### src/rtl/aes_frame_assembler.sv
`default_nettype none
// ============================================================================
// Module      : aes_frame_assembler
// Description : Pops 16 FIFO entries (key byte + plaintext byte each),
//               assembles a 128-bit key and plaintext block, runs one AES-128
//               encryption through a start/done handshake and holds the
//               ciphertext for word-wise readback.
// Revision    : 1.0 - initial release
// ============================================================================
module aes_frame_assembler #(
    parameter int          NBYTES   = 16,
    parameter logic [15:0] END_FLAG = 16'h1111
) (
    input  logic         clk_main_a0,
    input  logic         rst_main_sync,
    // host-write FIFO
    input  logic         fifo_empty,
    output logic         fifo_rd_en,
    input  logic [31:0]  fifo_rdata,
    // AES core
    output logic [127:0] aes_key,
    output logic [127:0] aes_din,
    output logic         aes_start,
    input  logic         aes_done,
    input  logic [127:0] aes_dout,
    // result readback
    input  logic         rd_req,
    input  logic [1:0]   rd_idx,
    output logic [31:0]  rd_data,
    output logic         rd_valid,
    // status
    output logic         result_ready,
    output logic         frame_err,
    input  logic         err_clr,
    output logic         busy
);

    // Index of the entry that must carry the end flag.
    localparam logic [3:0] LAST_IDX = 4'(NBYTES - 1);

    typedef enum logic [2:0] {
        ST_FETCH  = 3'd0,
        ST_CAPT   = 3'd1,
        ST_START  = 3'd2,
        ST_WAIT   = 3'd3,
        ST_RESULT = 3'd4
    } state_t;

    state_t         state_q, state_d;
    logic [3:0]     cnt_q, cnt_d;
    logic [127:0]   key_sr_q, key_sr_d;
    logic [127:0]   din_sr_q, din_sr_d;
    logic [127:0]   ct_q, ct_d;
    logic           result_ready_q, result_ready_d;
    logic           frame_err_q, frame_err_d;
    logic [31:0]    rd_data_q, rd_data_d;
    logic           rd_valid_q;

    logic           pop;
    logic           start;
    logic           err_set;
    logic           is_end;
    logic           is_last;
    logic [31:0]    ct_word;

    assign is_end  = (fifo_rdata[31:16] == END_FLAG);
    assign is_last = (cnt_q == LAST_IDX);

    // State, counter and datapath registers; everything clears on reset.
    always_ff @(posedge clk_main_a0) begin
        if (rst_main_sync) begin
            state_q        <= ST_FETCH;
            cnt_q          <= 4'd0;
            key_sr_q       <= 128'd0;
            din_sr_q       <= 128'd0;
            ct_q           <= 128'd0;
            result_ready_q <= 1'b0;
            frame_err_q    <= 1'b0;
            rd_data_q      <= 32'd0;
            rd_valid_q     <= 1'b0;
        end else begin
            state_q        <= state_d;
            cnt_q          <= cnt_d;
            key_sr_q       <= key_sr_d;
            din_sr_q       <= din_sr_d;
            ct_q           <= ct_d;
            result_ready_q <= result_ready_d;
            frame_err_q    <= frame_err_d;
            rd_data_q      <= rd_data_d;
            rd_valid_q     <= rd_req;
        end
    end

    // Frame FSM: next state, shift-in of entry bytes, AES handshake.
    always_comb begin
        state_d        = state_q;
        cnt_d          = cnt_q;
        key_sr_d       = key_sr_q;
        din_sr_d       = din_sr_q;
        ct_d           = ct_q;
        result_ready_d = result_ready_q;
        pop            = 1'b0;
        start          = 1'b0;
        err_set        = 1'b0;

        case (state_q)
            ST_FETCH: begin
                if (!fifo_empty) begin
                    pop     = 1'b1;
                    state_d = ST_CAPT;
                end
            end
            ST_CAPT: begin
                // Bytes always shift in; a discarded frame is simply
                // overwritten by the next 16 entries.
                key_sr_d = {key_sr_q[119:0], fifo_rdata[15:8]};
                din_sr_d = {din_sr_q[119:0], fifo_rdata[7:0]};
                if (is_last && is_end) begin
                    cnt_d   = 4'd0;
                    state_d = ST_START;
                end else if (is_last || is_end) begin
                    // Missing end flag on the last entry, or premature end.
                    err_set = 1'b1;
                    cnt_d   = 4'd0;
                    state_d = ST_FETCH;
                end else begin
                    cnt_d   = cnt_q + 4'd1;
                    state_d = ST_FETCH;
                end
            end
            ST_START: begin
                start   = 1'b1;
                state_d = ST_WAIT;
            end
            ST_WAIT: begin
                if (aes_done) begin
                    ct_d           = aes_dout;
                    result_ready_d = 1'b1;
                    state_d        = ST_RESULT;
                end
            end
            ST_RESULT: begin
                // Reading the last word consumes the result.
                if (rd_req && (rd_idx == 2'd3)) begin
                    result_ready_d = 1'b0;
                    state_d        = ST_FETCH;
                end
            end
            default: begin
                state_d = ST_FETCH;
            end
        endcase
    end

    // Sticky framing error; a new error beats a simultaneous clear.
    always_comb begin
        frame_err_d = frame_err_q;
        if (err_set) begin
            frame_err_d = 1'b1;
        end else if (err_clr) begin
            frame_err_d = 1'b0;
        end
    end

    // Readback word select; zeros unless a result is held.
    always_comb begin
        ct_word   = 32'd0;
        rd_data_d = rd_data_q;
        case (rd_idx)
            2'd0:    ct_word = ct_q[127:96];
            2'd1:    ct_word = ct_q[95:64];
            2'd2:    ct_word = ct_q[63:32];
            default: ct_word = ct_q[31:0];
        endcase
        if (rd_req) begin
            rd_data_d = result_ready_q ? ct_word : 32'd0;
        end
    end

    assign fifo_rd_en   = pop & ~rst_main_sync;
    assign aes_start    = start & ~rst_main_sync;
    assign aes_key      = key_sr_q;
    assign aes_din      = din_sr_q;
    assign rd_data      = rd_data_q;
    assign rd_valid     = rd_valid_q;
    assign result_ready = result_ready_q;
    assign frame_err    = frame_err_q;
    assign busy         = !((state_q == ST_FETCH) && (cnt_q == 4'd0));

endmodule
`default_nettype wire

### config.mk
export PLATFORM = sky130hd
export DESIGN_NAME = aes_frame_assembler
export DESIGN_NICKNAME = d
export VERILOG_FILES = /design/src/rtl/aes_frame_assembler.sv
export SDC_FILE = /design/constraint.sdc
export NUM_CORES = 1
export LEC_CHECK = 0
export BUFFER_PORTS_ARGS = -buffer_cell sky130_fd_sc_hd__buf_4
export CAP_MARGIN = 20
export CORE_UTILIZATION = 35
export CTS_BUF_LIST = sky130_fd_sc_hd__clkbuf_8
export CTS_CLUSTER_DIAMETER = 40
export DETAILED_ROUTE_END_ITERATION = 16
export PLACE_DENSITY = 0.69
export SYNTH_ARGS = -nofsm -noshare
export SYNTH_HDL_FRONTEND = slang
export SYNTH_SLANG_ARGS = --single-unit
export TNS_END_PERCENT = 50
### constraint.sdc
create_clock -name clk_main_a0 -period 2.6 [get_ports clk_main_a0]
set_input_delay 0.13 -clock clk_main_a0 [delete_from_list [all_inputs] [get_ports clk_main_a0]]
set_output_delay 0.13 -clock clk_main_a0 [all_outputs]
set_load 0.05 [all_outputs]
==> results.cfg, run 1 <==
[grt]
grt_max_degree = 152
grt_pass1_wl_um = 78700
grt_pass1_vias = 14800
grt_overflow = 0
grt_usage_pct = 22.2
antenna_found_initial = 4

[clock_network]
cts_buffers = 78
cts_root_buf = clkbuf_8
cts_sinks = 426
postCtsSetupBuffers = 0
tritoncts = done
clk_path_buf_depth = 3
htreeDepth = 3
clk_pin_slew_ns = 0.07
clock_latency_ns = 0.66

[timing]
finalHoldViolCount = 0
fmax_ghz = 0.447
setup_viol = 0
relSlewSlack_pct = 31.0
worst_pin_slew_ns = 1.03
setup-tns-final_ns = 0
skew_ns = 0.0373
fin_crit_ns = 2.24
rsz0062_at_grt = no
maxSlewViolCount = 0
min_period_over_period_pct = 86.0

[power_and_ir_drop]
total_power_mw = 14.1
ir_worst_vdd_uv = 443
pwr_density_cell_nw_per_um2 = 626
leakage_nw = 9.11

[worst_setup_path]
start_kind = flip-flop
cp.required_ns = 3.19
endpoint_kind = flip-flop
critPathKind = reg2reg
cp.arrival_ns = 2.83
crit_fanout = 88

[finish]
area_growth_pct = 46.1
fillers = 3878
drive_above_1_share_pct = 24.1
final_cells = 3131
nets = 2659

[routing]
firstDrtPassIters = 6
wirelength_um = 52200
ant_nets = 0
vias = 15300
wl_per_cell_um = 16.7
drc = 0
routed_via_density = 4.90
drtIter0Drc = 1192

[placed_design]
port_buffers = 461
place_hpwl_um = 33100
gp_congestion = 0.827
place_inst = 2838

[floorplanning]
rows = 76
start_util_pct = 35.6
die_w_um = 212
die_h_um = 212
io_pins = 462
die-area_um2 = 44800
core_area_um2 = 43300

[logic_synthesis]
synth-seq-cells = 426
synthesis.nets = 2087
yosysTopAreaCell = dfxtp_1
yosysTopAreaCellShare_pct = 55.4
yosys_warnings = 0
synth_cells = 1915
synthesis.area_um2 = 15400
synthTopCellsByArea = dfxtp_1, nand2_1, a21oi_1
seq_area_frac_synth_pct = 55.4
syn_avg_cell_area_um2 = 8.04
synth.distinct_cells = 31

[run_status]
status = complete, no violations

[hold_path]
hold_class = in2reg

[flow_run]
cap_violations = 0
logic make-up (layout without fill, tap and decap cells):
group,count (synthesis),in the layout,share of synthesized area [%]
multiplexers,64,64,4.16
adder cells (fa/ha/maj),4,4,0.325
AO/OA/AOI/OAI,458,458,15.7
buffers and inverters,153,782,3.99
AND/OR/NAND/NOR,810,810,20.4
flip-flops,426,426,55.4
other,0,2,0
stage by stage:
stage | utilization, % | hold WS (ns) | worst slack, ns | cell area (µm²)
final | 52.0 | 0.236 | 0.363 | 22500
after global routing | 52.0 | 0.209 | 0.281 | 22500
after CTS | 52.0 | 0.166 | 0.415 | 22500
after detailed placement | 44.7 | 0.385 | 0.750 | 19300
after global placement | 44.7 | 0.378 | 0.806 | 19300
after floorplan | - | 0.258 | 0.651 | 15400
placed cells by master (no fill, tap or decap), drive strengths merged, types with 2 or more instances in the layout:
cell type and n:
nand4b 2, clkinvlp 4, inv 27, nand2 774
o22ai 33, or3b 2, nor4b 5, nor3b 3
nand3 7, clkinv 15, nor2b 4, a21o 32
mux2i 64, ha 4, buf 487, dfxtp 426
dlygate4sd3 154, a21oi 390, or2 2, diode 2
bufinv 5, clkbuf 90, nor2 4
cell usage after synthesis (all sizes together):
cell,count
a21o,32
a21oi,390
a31oi,1
a32o,1
and4b,1
buf,37
clkbuf,112
dfxtp,426
ha,4
inv,4
mux2i,64
nand2,774
nand2b,1
nand3,7
nand3b,1
nand4,1
nand4b,2
nand4bb,1
nor2,4
nor2b,4
nor3,1
nor3b,3
nor4b,5
o21ai,1
o22ai,33
or2,2
or3b,2
or4,1
report_power, final:
group / switching [mW] / internal, mW
Combinational: 0.475 / 0.407
Clock: 2.92 / 3.70
Sequential: 0.0189 / 6.55
registers in the layout, indices dropped and copies added (netlist names):
name,count
aes_din,128
aes_key,128
cnt_q,4
ct_q,128
frame_err,1
rd_data,32
rd_valid,1
result_ready,1
state_q,3
repair_timing:
item,in CTS,in global routing
hold endpoints to repair,221,0
setup endpoints to repair,0,0
resized for setup,0,0
hold buffers,154,0
critical path: stages (launching register included):
cell	delay (ns)
dfxtp_1	0.47
nor3b_2	0.23
buf_4	0.24
buf_12	0.33
nand2_1	0.12
a21oi_1	0.17
dlygate4sd3_1	0.56
path summary, 6_finish.rpt:
kind / startpoint / to / slack (ns) / cells after the start
max: state_q[0] / aes_din[0] / 0.36 / 6
min: rd_idx[0] / rd_data[4] / 0.24 / 4
max reg2reg: state_q[0] / aes_din[0] / 0.36 / 6
min reg2reg: ct_q[97] / ct_q[97] / 0.45 / 2
routing by layer:
metal / vias up / global-route usage (%) / share of wire [%]
li1: 7443 / - / -
met1: 7176 / 25.2 / 39
met2: 586 / 36.9 / 48
met3: 120 / 8.69 / 9.3
met4: 6 / 9.72 / 3.4
met5: - / 0 / 0.084
cell type report:
| class | instances | area (µm²) | share of cell area [%] |
|---|---|---|---|
| repair buffers | 641 | 5310 | 23.6 |
| flip-flops and latches | 426 | 8530 | 37.9 |
| well taps | 585 | 732 | 3.25 |
| multi-input cells | 1336 | 6280 | 27.9 |
| diodes | 2 | 5.00 | 0.0222 |
| clock buffers | 90 | 1240 | 5.51 |
| inverters | 4 | 15.0 | 0.0667 |
| clock inverters | 47 | 390 | 1.74 |
Power figures use the tool's default switching activity.
==> run 2: changes to the inputs <==
--- a/config.mk
+++ b/config.mk
@@ -5,6 +5,7 @@
 export SDC_FILE = /design/constraint.sdc
 export NUM_CORES = 1
 export LEC_CHECK = 0
+export ABC_AREA = 1
 export BUFFER_PORTS_ARGS = -buffer_cell sky130_fd_sc_hd__buf_4
 export CAP_MARGIN = 20
 export CORE_UTILIZATION = 35
==> results.cfg, run 2 <==
[run_status]
status = complete, no violations

[clock_network]
clk_path_buf_depth = 3
cts_buffers = 78
clk_pin_slew_ns = 0.06
tritoncts = done
htreeDepth = 3
postCtsSetupBuffers = 0
clock_latency_ns = 0.64
cts_sinks = 426
cts_root_buf = clkbuf_8

[worst_setup_path]
endpoint_kind = flip-flop
cp.arrival_ns = 2.71
timing.critical_path.cells = nand2_1 -> nor2_2 -> nand2_4 -> inv_2 -> buf_4 -> nand2_1 -> a21oi_1 -> dlygate4sd3_1
r2r_end = ct_q[34]
start_kind = flip-flop
crit_top_cell = nand2_1
crit_fanout = 40
cp.required_ns = 3.17
critical-path-slowest-cell = dlygate4sd3_1
worstReg2RegStart = state_q[0]
slowest_delay_ns = 0.56
reg2reg_slack_ns = 0.46
r2r_cells = 8
critPathKind = reg2reg

[power_and_ir_drop]
pwr_density_cell_nw_per_um2 = 633
ir_worst_vdd_uv = 415
leakage_nw = 8.85
total_power_mw = 14.3

[placed_design]
place_hpwl_um = 34300
gp_congestion = 0.838
port_buffers = 461

[hold_path]
min_delay_path_depth = 5
hold_start = rd_idx[1]
holdPathEnd = rd_data[30]
hold_class = in2reg

[finish]
nets = 2808
drive_above_1_share_pct = 22.4
final_common_cell = nand2_1
final_cell_mix = nand2_1, buf_4, a21oi_1, dfxtp_1, dlygate4sd3_1
area_growth_pct = 44.1

[grt]
grt_max_degree = 160
met2_usage_pct = 37.1
antenna_found_initial = 3
grt_pass1_wl_um = 81800
use_met3_pct = 8.47
grt_overflow = 0
grt_pass1_vias = 15400
grt_usage_pct = 22.7
busiest_layer = met2
gr-usage-met1_pct = 26.4

[timing]
setup-tns-final_ns = 0
finalHoldViolCount = 0
fmax_ghz = 0.467
min_period_over_period_pct = 82.4
setup_viol = 0
worst_pin_slew_ns = 1.05
maxSlewViolCount = 0
skew_ns = 0.0208
fin_crit_ns = 2.14
rsz0062_at_grt = no
relSlewSlack_pct = 30.2

[routing]
routed_via_density = 4.88
ant_nets = 0
wl_per_cell_um = 16.5
drc = 0
vias = 16100
firstDrtPassIters = 5
drtIter0Drc = 1511
wirelength_um = 54300

[logic_synthesis]
synthesis.nets = 2245
yosys_warnings = 0
yosysTopAreaCellShare_pct = 54.5
synthesis.area_um2 = 15700
synth-edff-count = 0
ys.flop_type = dfxtp_1
syn_avg_cell_area_um2 = 7.55
synthArstFlopShare_pct = 0
synthTopCellsByArea = dfxtp_1, nand2_1, a21oi_1
yosysTopAreaCell = dfxtp_1
synth.distinct_cells = 20
synth_cells = 2073
synthTopCellsByCount = nand2_1, a21oi_1, dfxtp_1
seq_area_frac_synth_pct = 54.5
yosysMostFrequentCell = nand2_1
synth-seq-cells = 426

[floorplanning]
die-area_um2 = 45600
start_util_pct = 35.5
die_h_um = 214
io_pins = 462
die_w_um = 214
core_area_um2 = 44100
rows = 77

[flow_run]
cap_violations = 0
run 2: worst max-delay path, delay by kind of cell, from the launching register on:
kind | cells | cell delay [ns]
AO/OA/AOI/OAI | 1 | 0.16
buffers and inverters | 3 | 0.98
flip-flops | 1 | 0.45
AND/OR/NAND/NOR | 4 | 0.45
run 2: logic make-up (layout without fill, tap and decap cells):
logic type,Yosys count,count (layout),share of synthesized area (%)
adder cells (fa/ha/maj),4,4,0.320
AO/OA/AOI/OAI,523,523,16.7
AND/OR/NAND/NOR,913,913,22.4
other,0,3,0
buffers and inverters,207,826,6.09
flip-flops,426,426,54.5
run 2: area by class of cell:
cell class                      instances  area, µm²
Antenna cell                            3       7.51
Clock buffer                           91       1250
Clock inverter                         45        344
Fill cell                            4122      21600
Inverter                               53        206
Multi-Input combinational cell       1440       6200
Sequential cell                       426       8530
Tap cell                              592        741
Timing Repair Buffer                  637       5290
run 2: metrics by stage:
step | instances | cell area [µm²] | setup WS [ns] | hold slack, ns | utilization, %
2_1_floorplan | 2073 | 15700 | 0.451 | 0.273 | -
3_3_place_gp | 2994 | 19400 | 0.825 | 0.382 | 44.0
3_5_place_dp | 2994 | 19400 | 0.742 | 0.390 | 44.0
4_1_cts | 3284 | 22600 | 0.456 | 0.0346 | 51.1
5_1_grt | 3287 | 22600 | 0.301 | 0.118 | 51.1
6_report | 3287 | 22600 | 0.457 | 0.108 | 51.1
run 2: repair_timing:
item / 4_1_cts / 5_1_grt
resized for setup: 0 / 0
hold buffers: 154 / 0
hold endpoints to repair: 184 / 0
run 2: layer usage:
layer	vias to the layer above	part of all wire (%)
met4	0	3.3
met2	673	47
met3	117	10
li1	7816	-
met1	7446	40
met5	-	0
run 2: where the power goes:
part | total, mW | switching (mW) | leakage, nW | internal [mW]
logic | 1.20 | 0.731 | 4.53 | 0.469
registers | 6.60 | 0.0347 | 3.43 | 6.56
clock network | 6.49 | 2.87 | 0.888 | 3.61
run 2: worst max path at each step:
| stage | slack [ns] | endpoint | depth (start not counted) | from |
|---|---|---|---|---|
| after global routing | 0.30 | ct_q[67] | 8 | state_q[0] |
| after global placement | 0.82 | aes_din[125] | 5 | state_q[2] |
| after floorplan | 0.45 | fifo_rd_en | 3 | state_q[2] |
| after detailed placement | 0.74 | aes_din[70] | 5 | state_q[2] |
| after CTS | 0.46 | ct_q[34] | 8 | state_q[0] |
| final | 0.46 | ct_q[34] | 8 | state_q[0] |
